### config.mk
export PLATFORM = sky130hd
export DESIGN_NAME = matrix_4x4_feeder
export DESIGN_NICKNAME = d
export VERILOG_FILES = /design/src/rtl/matrix_pkg.sv /design/src/rtl/matrix_col_serializer.sv /design/src/rtl/matrix_4x4_feeder.sv
export SDC_FILE = /design/constraint.sdc
export NUM_CORES = 1
export LEC_CHECK = 0
export BUFFER_PORTS_ARGS = -buffer_cell sky130_fd_sc_hd__buf_4
export CORE_AREA = 2 2 314 316
export DETAILED_ROUTE_END_ITERATION = 8
export DIE_AREA = 0 0 316 318
export PLACE_DENSITY = 0.53
export SLEW_MARGIN = 40
export SYNTH_ARGS = -nofsm -noshare
export SYNTH_HDL_FRONTEND = slang
export SYNTH_HIERARCHICAL = 1
export SYNTH_SLANG_ARGS = --single-unit
### constraint.sdc
create_clock -name clk -period 5.91 [get_ports clk]
set_clock_uncertainty 0.15 [all_clocks]
set_input_delay 0.8865 -clock clk [delete_from_list [all_inputs] [get_ports clk]]
set_output_delay 0.8865 -clock clk [all_outputs]
set_load 0.01 [all_outputs]
### src/rtl/matrix_pkg.sv
// Shared constants, types and the feeder state encoding for the 4x4 matrix
// feeder. Matrices are packed [0:15], element index 4*row+col.
package matrix_pkg;

    localparam int MAT_N     = 4;
    localparam int MAT_ELEMS = 16;
    localparam int ELEM_W    = 12;

    typedef logic [ELEM_W-1:0]          elem_t;
    typedef elem_t [0:MAT_ELEMS-1]      mat_t;

    typedef enum logic [2:0] {
        ST_IDLE     = 3'd0,
        ST_WAIT_RDY = 3'd1,
        ST_SYNC     = 3'd2,
        ST_LEAD     = 3'd3,
        ST_STREAM   = 3'd4,
        ST_WAIT_RES = 3'd5,
        ST_HOLD     = 3'd6
    } feeder_state_e;

    // Beat counter to element index: column-major walk, so the low counter
    // bits select the row and the high bits the column.
    function automatic logic [3:0] col_major_idx(input logic [3:0] cnt);
        return {cnt[1:0], cnt[3:2]};
    endfunction

endpackage

### src/rtl/matrix_col_serializer.sv
// Registered index mux: turns the latched A/B matrices plus a beat count into
// one element pair per cycle in column-major order. Outputs are zero when no
// beat is due (including the lead cycle).
module matrix_col_serializer
    import matrix_pkg::*;
#(
    parameter int DATA_W = 12
) (
    input  logic                           clk,
    input  logic                           rst,
    input  logic [0:MAT_ELEMS-1][DATA_W-1:0] i_a,
    input  logic [0:MAT_ELEMS-1][DATA_W-1:0] i_b,
    input  logic                           i_en,
    input  logic [3:0]                     i_cnt,
    output logic [DATA_W-1:0]              o_a,
    output logic [DATA_W-1:0]              o_b
);

    logic [3:0]        w_idx;
    logic [DATA_W-1:0] r_a;
    logic [DATA_W-1:0] r_b;

    assign w_idx = col_major_idx(i_cnt);

    // Register the selected element pair, or zeros when no beat is due.
    always_ff @(posedge clk) begin
        if (rst) begin
            r_a <= '0;
            r_b <= '0;
        end else if (i_en) begin
            r_a <= i_a[w_idx];
            r_b <= i_b[w_idx];
        end else begin
            r_a <= '0;
            r_b <= '0;
        end
    end

    assign o_a = r_a;
    assign o_b = r_b;

endmodule

### src/rtl/matrix_4x4_feeder.sv
// Host-side driver for the 4x4 matrix multiplier. Accepts A/B from the host,
// waits for the multiplier, streams the element pairs column-major, captures
// the four result columns and holds C row-major until the host takes it.
// Optional result watchdog: define MATRIX_4X4_FEEDER_TIMEOUT_EN to add the
// timeout_err port and abandon a job after TIMEOUT_CYCLES in WAIT_RES.
module matrix_4x4_feeder
    import matrix_pkg::*;
#(
    parameter int DATA_W         = 12,
    parameter int TIMEOUT_CYCLES = 1024
) (
    input  logic                             clk,
    input  logic                             rst,
    input  logic                             s_valid,
    output logic                             s_ready,
    input  logic [0:MAT_ELEMS-1][DATA_W-1:0] s_a,
    input  logic [0:MAT_ELEMS-1][DATA_W-1:0] s_b,
    input  logic                             mm_ready_out,
    output logic                             mm_ready_in,
    output logic                             mm_valid_in,
    output logic [DATA_W-1:0]                mm_a,
    output logic [DATA_W-1:0]                mm_b,
    input  logic                             mm_valid_out,
    input  logic [0:MAT_N-1][DATA_W-1:0]     mm_cC1,
    input  logic [0:MAT_N-1][DATA_W-1:0]     mm_cC2,
    input  logic [0:MAT_N-1][DATA_W-1:0]     mm_cC3,
    input  logic [0:MAT_N-1][DATA_W-1:0]     mm_cC4,
    output logic                             m_c_valid,
    input  logic                             m_c_ready,
    output logic [0:MAT_ELEMS-1][DATA_W-1:0] m_c,
    output logic                             busy
`ifdef MATRIX_4X4_FEEDER_TIMEOUT_EN
    ,
    output logic                             timeout_err
`endif
);

    feeder_state_e                    r_state;
    feeder_state_e                    w_state_nxt;
    logic [3:0]                       r_cnt;
    logic [0:MAT_ELEMS-1][DATA_W-1:0] r_a;
    logic [0:MAT_ELEMS-1][DATA_W-1:0] r_b;
    logic [0:MAT_ELEMS-1][DATA_W-1:0] r_c;
    logic [0:MAT_ELEMS-1][DATA_W-1:0] w_c;
    logic                             r_s_ready;
    logic                             r_mm_ready_in;
    logic                             r_mm_valid_in;
    logic                             r_m_c_valid;
    logic                             r_busy;
    logic                             w_beat_en;
    logic [3:0]                       w_beat_cnt;

`ifdef MATRIX_4X4_FEEDER_TIMEOUT_EN
    localparam int TO_W = $clog2(TIMEOUT_CYCLES + 1);
    logic [TO_W-1:0] r_to_cnt;
    logic            r_timeout_err;
    logic            w_to_hit;
`endif

    // Result columns regrouped row-major: element 4*i+k comes from column k+1, row i.
    assign w_c = {mm_cC1[0], mm_cC2[0], mm_cC3[0], mm_cC4[0],
                  mm_cC1[1], mm_cC2[1], mm_cC3[1], mm_cC4[1],
                  mm_cC1[2], mm_cC2[2], mm_cC3[2], mm_cC4[2],
                  mm_cC1[3], mm_cC2[3], mm_cC3[3], mm_cC4[3]};

    // Next-state decision for the job sequencer.
    always_comb begin
        w_state_nxt = r_state;
`ifdef MATRIX_4X4_FEEDER_TIMEOUT_EN
        w_to_hit    = 1'b0;
`endif
        case (r_state)
            ST_IDLE: begin
                if (s_valid && r_s_ready) begin
                    w_state_nxt = ST_WAIT_RDY;
                end else begin
                    w_state_nxt = ST_IDLE;
                end
            end
            ST_WAIT_RDY: begin
                if (mm_ready_out) begin
                    w_state_nxt = ST_SYNC;
                end else begin
                    w_state_nxt = ST_WAIT_RDY;
                end
            end
            ST_SYNC:   w_state_nxt = ST_LEAD;
            ST_LEAD:   w_state_nxt = ST_STREAM;
            ST_STREAM: begin
                if (r_cnt == 4'd15) begin
                    w_state_nxt = ST_WAIT_RES;
                end else begin
                    w_state_nxt = ST_STREAM;
                end
            end
            ST_WAIT_RES: begin
                if (mm_valid_out) begin
                    w_state_nxt = ST_HOLD;
                end else begin
`ifdef MATRIX_4X4_FEEDER_TIMEOUT_EN
                    if (r_to_cnt == TO_W'(TIMEOUT_CYCLES - 1)) begin
                        w_state_nxt = ST_IDLE;
                        w_to_hit    = 1'b1;
                    end else begin
                        w_state_nxt = ST_WAIT_RES;
                    end
`else
                    w_state_nxt = ST_WAIT_RES;
`endif
                end
            end
            ST_HOLD: begin
                if (m_c_ready) begin
                    w_state_nxt = ST_IDLE;
                end else begin
                    w_state_nxt = ST_HOLD;
                end
            end
            default: w_state_nxt = ST_IDLE;
        endcase
    end

    // Which beat the serializer must present after the coming edge: beat 0
    // follows the lead cycle, then one beat per streaming cycle up to 15.
    always_comb begin
        w_beat_en  = 1'b0;
        w_beat_cnt = 4'd0;
        if (r_state == ST_LEAD) begin
            w_beat_en  = 1'b1;
            w_beat_cnt = 4'd0;
        end else if ((r_state == ST_STREAM) && (r_cnt != 4'd15)) begin
            w_beat_en  = 1'b1;
            w_beat_cnt = r_cnt + 4'd1;
        end else begin
            w_beat_en  = 1'b0;
            w_beat_cnt = 4'd0;
        end
    end

    // Sequencer state, beat counter, operand/result registers and flags,
    // with every flag registered from the upcoming state.
    always_ff @(posedge clk) begin
        if (rst) begin
            r_state       <= ST_IDLE;
            r_cnt         <= 4'd0;
            r_a           <= '0;
            r_b           <= '0;
            r_c           <= '0;
            r_s_ready     <= 1'b0;
            r_mm_ready_in <= 1'b0;
            r_mm_valid_in <= 1'b0;
            r_m_c_valid   <= 1'b0;
            r_busy        <= 1'b0;
`ifdef MATRIX_4X4_FEEDER_TIMEOUT_EN
            r_to_cnt      <= '0;
            r_timeout_err <= 1'b0;
`endif
        end else begin
            r_state       <= w_state_nxt;
            r_s_ready     <= (w_state_nxt == ST_IDLE);
            r_busy        <= (w_state_nxt != ST_IDLE);
            r_mm_ready_in <= (w_state_nxt == ST_SYNC);
            r_mm_valid_in <= (w_state_nxt == ST_LEAD) || (w_state_nxt == ST_STREAM);
            r_m_c_valid   <= (w_state_nxt == ST_HOLD);

            if ((r_state == ST_IDLE) && (w_state_nxt == ST_WAIT_RDY)) begin
                r_a <= s_a;
                r_b <= s_b;
            end

            if ((r_state == ST_STREAM) && (r_cnt != 4'd15)) begin
                r_cnt <= r_cnt + 4'd1;
            end else begin
                r_cnt <= 4'd0;
            end

            if ((r_state == ST_WAIT_RES) && mm_valid_out) begin
                r_c <= w_c;
            end

`ifdef MATRIX_4X4_FEEDER_TIMEOUT_EN
            if (r_state == ST_WAIT_RES) begin
                r_to_cnt <= r_to_cnt + TO_W'(1);
            end else begin
                r_to_cnt <= '0;
            end
            r_timeout_err <= w_to_hit;
`endif
        end
    end

    matrix_col_serializer #(
        .DATA_W (DATA_W)
    ) u_serializer (
        .clk   (clk),
        .rst   (rst),
        .i_a   (r_a),
        .i_b   (r_b),
        .i_en  (w_beat_en),
        .i_cnt (w_beat_cnt),
        .o_a   (mm_a),
        .o_b   (mm_b)
    );

    assign s_ready     = r_s_ready;
    assign mm_ready_in = r_mm_ready_in;
    assign mm_valid_in = r_mm_valid_in;
    assign m_c_valid   = r_m_c_valid;
    assign m_c         = r_c;
    assign busy        = r_busy;
`ifdef MATRIX_4X4_FEEDER_TIMEOUT_EN
    assign timeout_err = r_timeout_err;
`endif

endmodule
## Yosys cells after proc, flatten, opt, wreduce, memory -nomap -nowiden

Cells that the tools add are included.

- Register bits: 612
- Input port bits: 582
- Output and inout port bits: 221
- Word-level logic and storage cells: 99

- Add/subtract/negate cells: 1
- Magnitude comparators: 1
- Eq/ne operators: 13
- Muxes and demuxes: 16
- Bitwise operators: 2
- Reduce and logical (&&, ||, !) cells: 9

Operators with widths:

| operator | number |
|---|---|
| $bmux W12 S4 | 2 |
| $mux W12 | 4 |
| $pmux W3 S7 | 1 |
| $eq A3 B3 Y1 const B | 5 |
| $eq A3 B2 Y1 const B | 4 |
| $mux W4 | 2 |
| $eq A3 B1 Y1 const B | 2 |
| $logic_not A3 Y1 | 2 |
| $ge A5 B5 Y1 const B | 1 |
| $not A4 Y5 | 1 |
| $add A4 B1 Y4 const B | 1 |
| $eq A4 B4 Y1 const B | 1 |
| $logic_and A1 B1 Y1 | 4 |
| $mux W1 | 4 |
| $mux W2 | 2 |
| $ne A4 B4 Y1 const B | 1 |
| $mux W3 | 1 |
| $reduce_bool A3 Y1 | 1 |
| $reduce_or A2 Y1 | 1 |
| $logic_or A1 B1 Y1 | 1 |
| $not A1 Y1 | 1 |

## Logic depth before layout (Yosys ltp)

- Word-level depth: 8
- Mapped depth: 11
- Depth with buffers taken out: 8

## Cells and area by module

The synthesis kept the hierarchy.

By module, submodules not included:

| module | times used | cells an instance | area each (µm²) | seq. area each (µm²) |
|---|---|---|---|---|
| matrix_4x4_feeder | 1 | 2,563 | 20,168.1 | 11,771.3 |
| matrix_col_serializer | 1 | 403 | 3,887.5 | 480.5 |

## Least setup slack after synthesis

Ideal clock, no wire load.

- Path kind: register to register
- From: reg r_state[1]
- To: reg u_serializer.r_a[2], in the netlist u_serializer/o_a[2]
- Library setup time: 0.117 ns
- Arrival: 2.249 ns
- Data required time: 5.643 ns
- Slack: 3.394 ns
- Cell stages (with the launch flop): 12
- Path buffers: 4
- Clock period less this slack: 2.516 ns
- Cell sequence: dfxtp_1 -> buf_2 -> or3b_2 -> nand2b_1 -> nor2_1 -> buf_4 -> nor2b_1 -> clkbuf_2 -> clkbuf_1 -> a22oi_1 -> nand3_1 -> nand2_1

- Cells in the longest elaborated chain, start to end: 8
- Elaborated cells on any way between the ends: 13
- Classes of those cells: eq/ne (2); mux (7); bitwise (2); reduce/logical (2)

Ends and longest elaborated chain:

| element | RTL line | RTL |
|---|---|---|
| from (decl) | matrix_4x4_feeder.sv:38 | `feeder_state_e r_state;` |
| from (signal assigned) | matrix_4x4_feeder.sv:159 | `r_state <= w_state_nxt;` |
| $eq A3 B3 Y1 | matrix_4x4_feeder.sv:131 | `end else if ((r_state == ST_STREAM) && (r_cnt != 4'd15)) begin` |
| $logic_and A1 B1 Y1 | matrix_4x4_feeder.sv:131 |  |
| $mux W4 | matrix_4x4_feeder.sv:131 |  |
| $mux W4 * | matrix_4x4_feeder.sv:128 | `if (r_state == ST_LEAD) begin` |
| net w_beat_cnt[3] | matrix_4x4_feeder.sv:51 | `logic [3:0] w_beat_cnt;` |
| $not A4 Y5 (implied by the code) * | matrix_col_serializer.sv:31 | `r_a <= i_a[w_idx];` |
| $bmux W12 S4 * | matrix_col_serializer.sv:31 |  |
| $mux W12 (implied by the code) * (2 in series) | matrix_col_serializer.sv:31 |  |
| to (signal assigned) | matrix_col_serializer.sv:31 |  |
| to (decl) | matrix_col_serializer.sv:20 | `logic [DATA_W-1:0] r_a;` |

The timed path passes the listed nets; every way through them passes the cells marked *. The select of a mux whose other input is x is not followed.
A chain may end at the register's enable or synchronous reset.

## Worst setup path after layout

- From: reg r_state[2]
- To: reg u_serializer.r_a[5], in the netlist u_serializer/o_a[5]

Same word-level chain as after synthesis.

==> run summary <==
- completed — status
- 4212 — net count of the finished layout
- 14.69% — compound-gate portion of the synthesized area
- dfxtp_1 — area leader, netlist
- 3.804 ns — Final min period
- 2.091 ns — Worst Setup Slack post-DPL
- 0.07282% — synthesized-area fraction occupied by xor and xnor cells
- dfxtp_1 51%, nand2_1 18%, a21oi_1 12%, mux2i_1 6.0%, a22oi_1 2.2% — Area contributors post-synth
- simple AND/OR/NAND/NOR gates — largest family of logic cells by synthesized area
- 0.8430 — final RePlAce weighted congestion
- 50.93% — area share of the leading cell type in the synthesized netlist
- flop to flop — class of the worst hold path
- 3 — H-tree depth
- 3549 — net count of the mapped netlist
- 40.12% — worst-case headroom to the max-slew limit
- 7641 um — metal3 WL
- 802 — Port Buffers
- 8.120 mW — Int Power
- 40 — number of distinct library cells after synthesis
- 22400 — vias in the first global route
- 50.93% — proportion of synthesized chip area in sequential cells
- 5 — number of antenna violations at the first check in global routing
- 41.2% — relative contribution of the clock network to total power
- 3 — number of buffers on the longest clock path
- 80630 um — DPL Wire Length
- 0.05201% — adder-cell area share of the yosys netlist
- 0 — number of endpoints with negative hold slack in the final report
- dfxtp_1 — Post-synth top flop
- 41620 um — Metal-1 WL
- 0.06 ns — clock transition at the registers of the reported paths
- flop — Setup crit start kind
- 28 — Max Fanout on Critical Path
- 8.296% — multiplexer area fraction after synthesis
- 0 ns — setup tns final
- 182 — pin count of the biggest net entering global routing
- 1883 — violation count after the first detailed-route iteration
- 12.63 nW — leakage power total
- 0 — number of antenna-violating nets in the routed design
- nand2_1 — most common cell in the synthesized netlist
- 6 — number of detailed-route iterations in the first pass
- flop — sort of element at the end of the critical path
- met4 — highest metal layer with signal wires
- clkbuf_16 — cell at the root of the clock tree
- built — clock tree from TritonCTS
- 55810 um — sum of met2 wire segment lengths after detailed routing
- 29.72% — switching share of total power
- 23020 — vias after detailed routing
- 20.76% — area fraction in and, or, nand and nor cells after synthesis
- 0.8982 ns — worst slew pin tran
- 41.4% — sequential group share of total power
- 26.73% — layout cell share with drive strength beyond 1
- 612 — clock sink count
- false — RSZ-0062 raised after global routing
- 97410 sq um — core box area
- 2.106 ns — Worst Slack Setup Final
- 0 — final-report setup violation count
- 0 — Max Transition Viols Final
- 0 — max-cap violations
- 318 um — vertical extent of the die
- 0% — async set-reset flop share out of synthesis
- 107600 um — Routed Wire Length
- 73 — Inserted Clock Buffers
- flop to flop — category of the most critical setup path
- 24.69% — initial cell density of the core
- 0.66 ns — clk_lat worst skew
- 152200 um — wire length of the first global-routing pass
- 8.110 sq um — average cell area after synthesis
- 6 — Ys Warns
- 4.632 — routed vias/inst
- 115 — row count
- 100500 sq um — Die Area
- 0 — number of flops mapped to enable cells by yosys
- 262.9 MHz — top achievable clock speed
- 20.55% — gr usage total
- 803 — number of top-level design ports
- 24060 sq um — Cell Area, Synth
- 612 — synthesis-stage register bit count
- 3.434 mW — Psw
- 4.19 ns — arrival time at the worst endpoint
- 6.30 ns — worst path required time
- 0 — Setup Fix Bufs, Post-CTS
- 0 — number of cells upsized or downsized after cts
- 0 — drc violations
- 10320 — count of filler cells inserted in the layout
- 316 um — Chip Width
- 17.3% — portion of total power attributed to combinational logic
- 0 — hold bufs inserted after CTS
- 2966 — number of standard cells after synthesis
- 1180 x nand2_1, 612 x dfxtp_1, 576 x a21oi_1 — most used standard cells in the synthesized netlist
- 0 — total grt overflow
- 39.22% — Area Growth Syn to Fin
- 64.37% — final worst path period share
- 21.65 um — Routed WL per cell
- 221.6 uV — IR drop worst, VDD
- 345.0 nW/um^2 — pwr dens
[area by class of cell]
type | instances | area, sq um | share of cell area, %
inverters | 1 | 3.754 | 0.01121
clock inverters | 33 | 490.5 | 1.465
diodes | 3 | 7.507 | 0.02242
flip-flops and latches | 612 | 12250 | 36.58
well taps | 1287 | 1610 | 4.808
multi-input cells | 2111 | 10630 | 31.73
repair buffers | 830 | 6485 | 19.36
clock buffers | 94 | 2016 | 6.019
[registers in the layout (all words and copies together), names as in the netlist]
| register | flops |
|---|---|
| r_cnt | 4 |
| mm_valid_in | 1 |
| busy | 1 |
| r_b | 192 |
| m_c | 192 |
| u_serializer/o_a | 12 |
| u_serializer/o_b | 12 |
| r_state | 3 |
| r_a | 192 |
| s_ready | 1 |
| m_c_valid | 1 |
| mm_ready_in | 1 |
[power groups by stage]
| stage | Clock [mW] | Combinational [mW] | Sequential [mW] |
|---|---|---|---|
| after floorplan | 0 | 1.17 | 4.78 |
| after global placement | 0 | 2.00 | 4.87 |
| after detailed placement | 0 | 2.03 | 4.88 |
| after CTS | 4.87 | 2.03 | 4.79 |
| after global routing | 5.03 | 2.19 | 4.83 |
| final | 4.76 | 2.00 | 4.79 |
[critical path, stage by stage, from the launching register on]
cell      delay, ns
dfxtp_1        0.65
or3b_2         0.58
nand2b_1       0.35
nor2_4         0.37
nor2b_4        0.72
buf_4          0.40
a22oi_1        0.12
o211ai_1       0.25
nand2_1        0.09
[kinds of logic (layout without fill, tap and decap cells)]
logic type,count (synthesis),after routing
compound gates,663,663
xor+xnor,2,2
fa+ha+maj,1,1
buf+inv,243,958
flops,612,612
mux,169,169
other cells,0,3
simple gates,1276,1276
[cells in the final DEF (no fill, tap or decap), types with 20 or more instances in the layout]
cell and count:
dfxtp_1 612, buf_4 810, nand2_1 1180, a21oi_1 576, a22oi_1 72, mux4_2 23
nand2b_1 20, mux2i_1 145, clkbuf_16 73, nand3_1 41
[worst paths after layout]
path | start | endpoint | slack [ns] | depth (start not counted)
setup / recovery | r_state[2]$_SDFF_PP0_ | u_serializer/o_a[5]$_SDFF_PP0_ | 2.11 | 8
hold / removal | r_a[112]$_SDFFE_PP0P_ | r_a[112]$_SDFFE_PP0P_ | 0.30 | 2
setup reg to reg | r_state[2]$_SDFF_PP0_ | u_serializer/o_a[5]$_SDFF_PP0_ | 2.11 | 8
hold reg to reg | r_a[112]$_SDFFE_PP0P_ | r_a[112]$_SDFFE_PP0P_ | 0.30 | 2
[metrics by stage]
step | util (%) | cells | power, mW | instance area (sq um) | hold WS [ns]
2_1_floorplan | - | 2966 | 5.952 | 24060 | 0.2815
3_3_place_gp | 31.65 | 4835 | 6.870 | 30830 | 0.2901
3_5_place_dp | 31.77 | 4840 | 6.904 | 30950 | 0.2942
4_1_cts | 34.34 | 4967 | 11.69 | 33450 | 0.2806
5_1_grt | 34.38 | 4970 | 12.05 | 33490 | 0.2978
6_report | 34.38 | 4971 | 11.55 | 33490 | 0.3025
[metal layers]
| metal | vias up | track usage, % |
|---|---|---|
| met5 | - | 0 |
| met3 | 115 | 5.250 |
| met2 | 785 | 37.34 |
| li1 | 11170 | - |
| met1 | 10950 | 23.59 |
| met4 | 0 | 5.466 |
No activity file was read; power rests on OpenSTA's default activity.
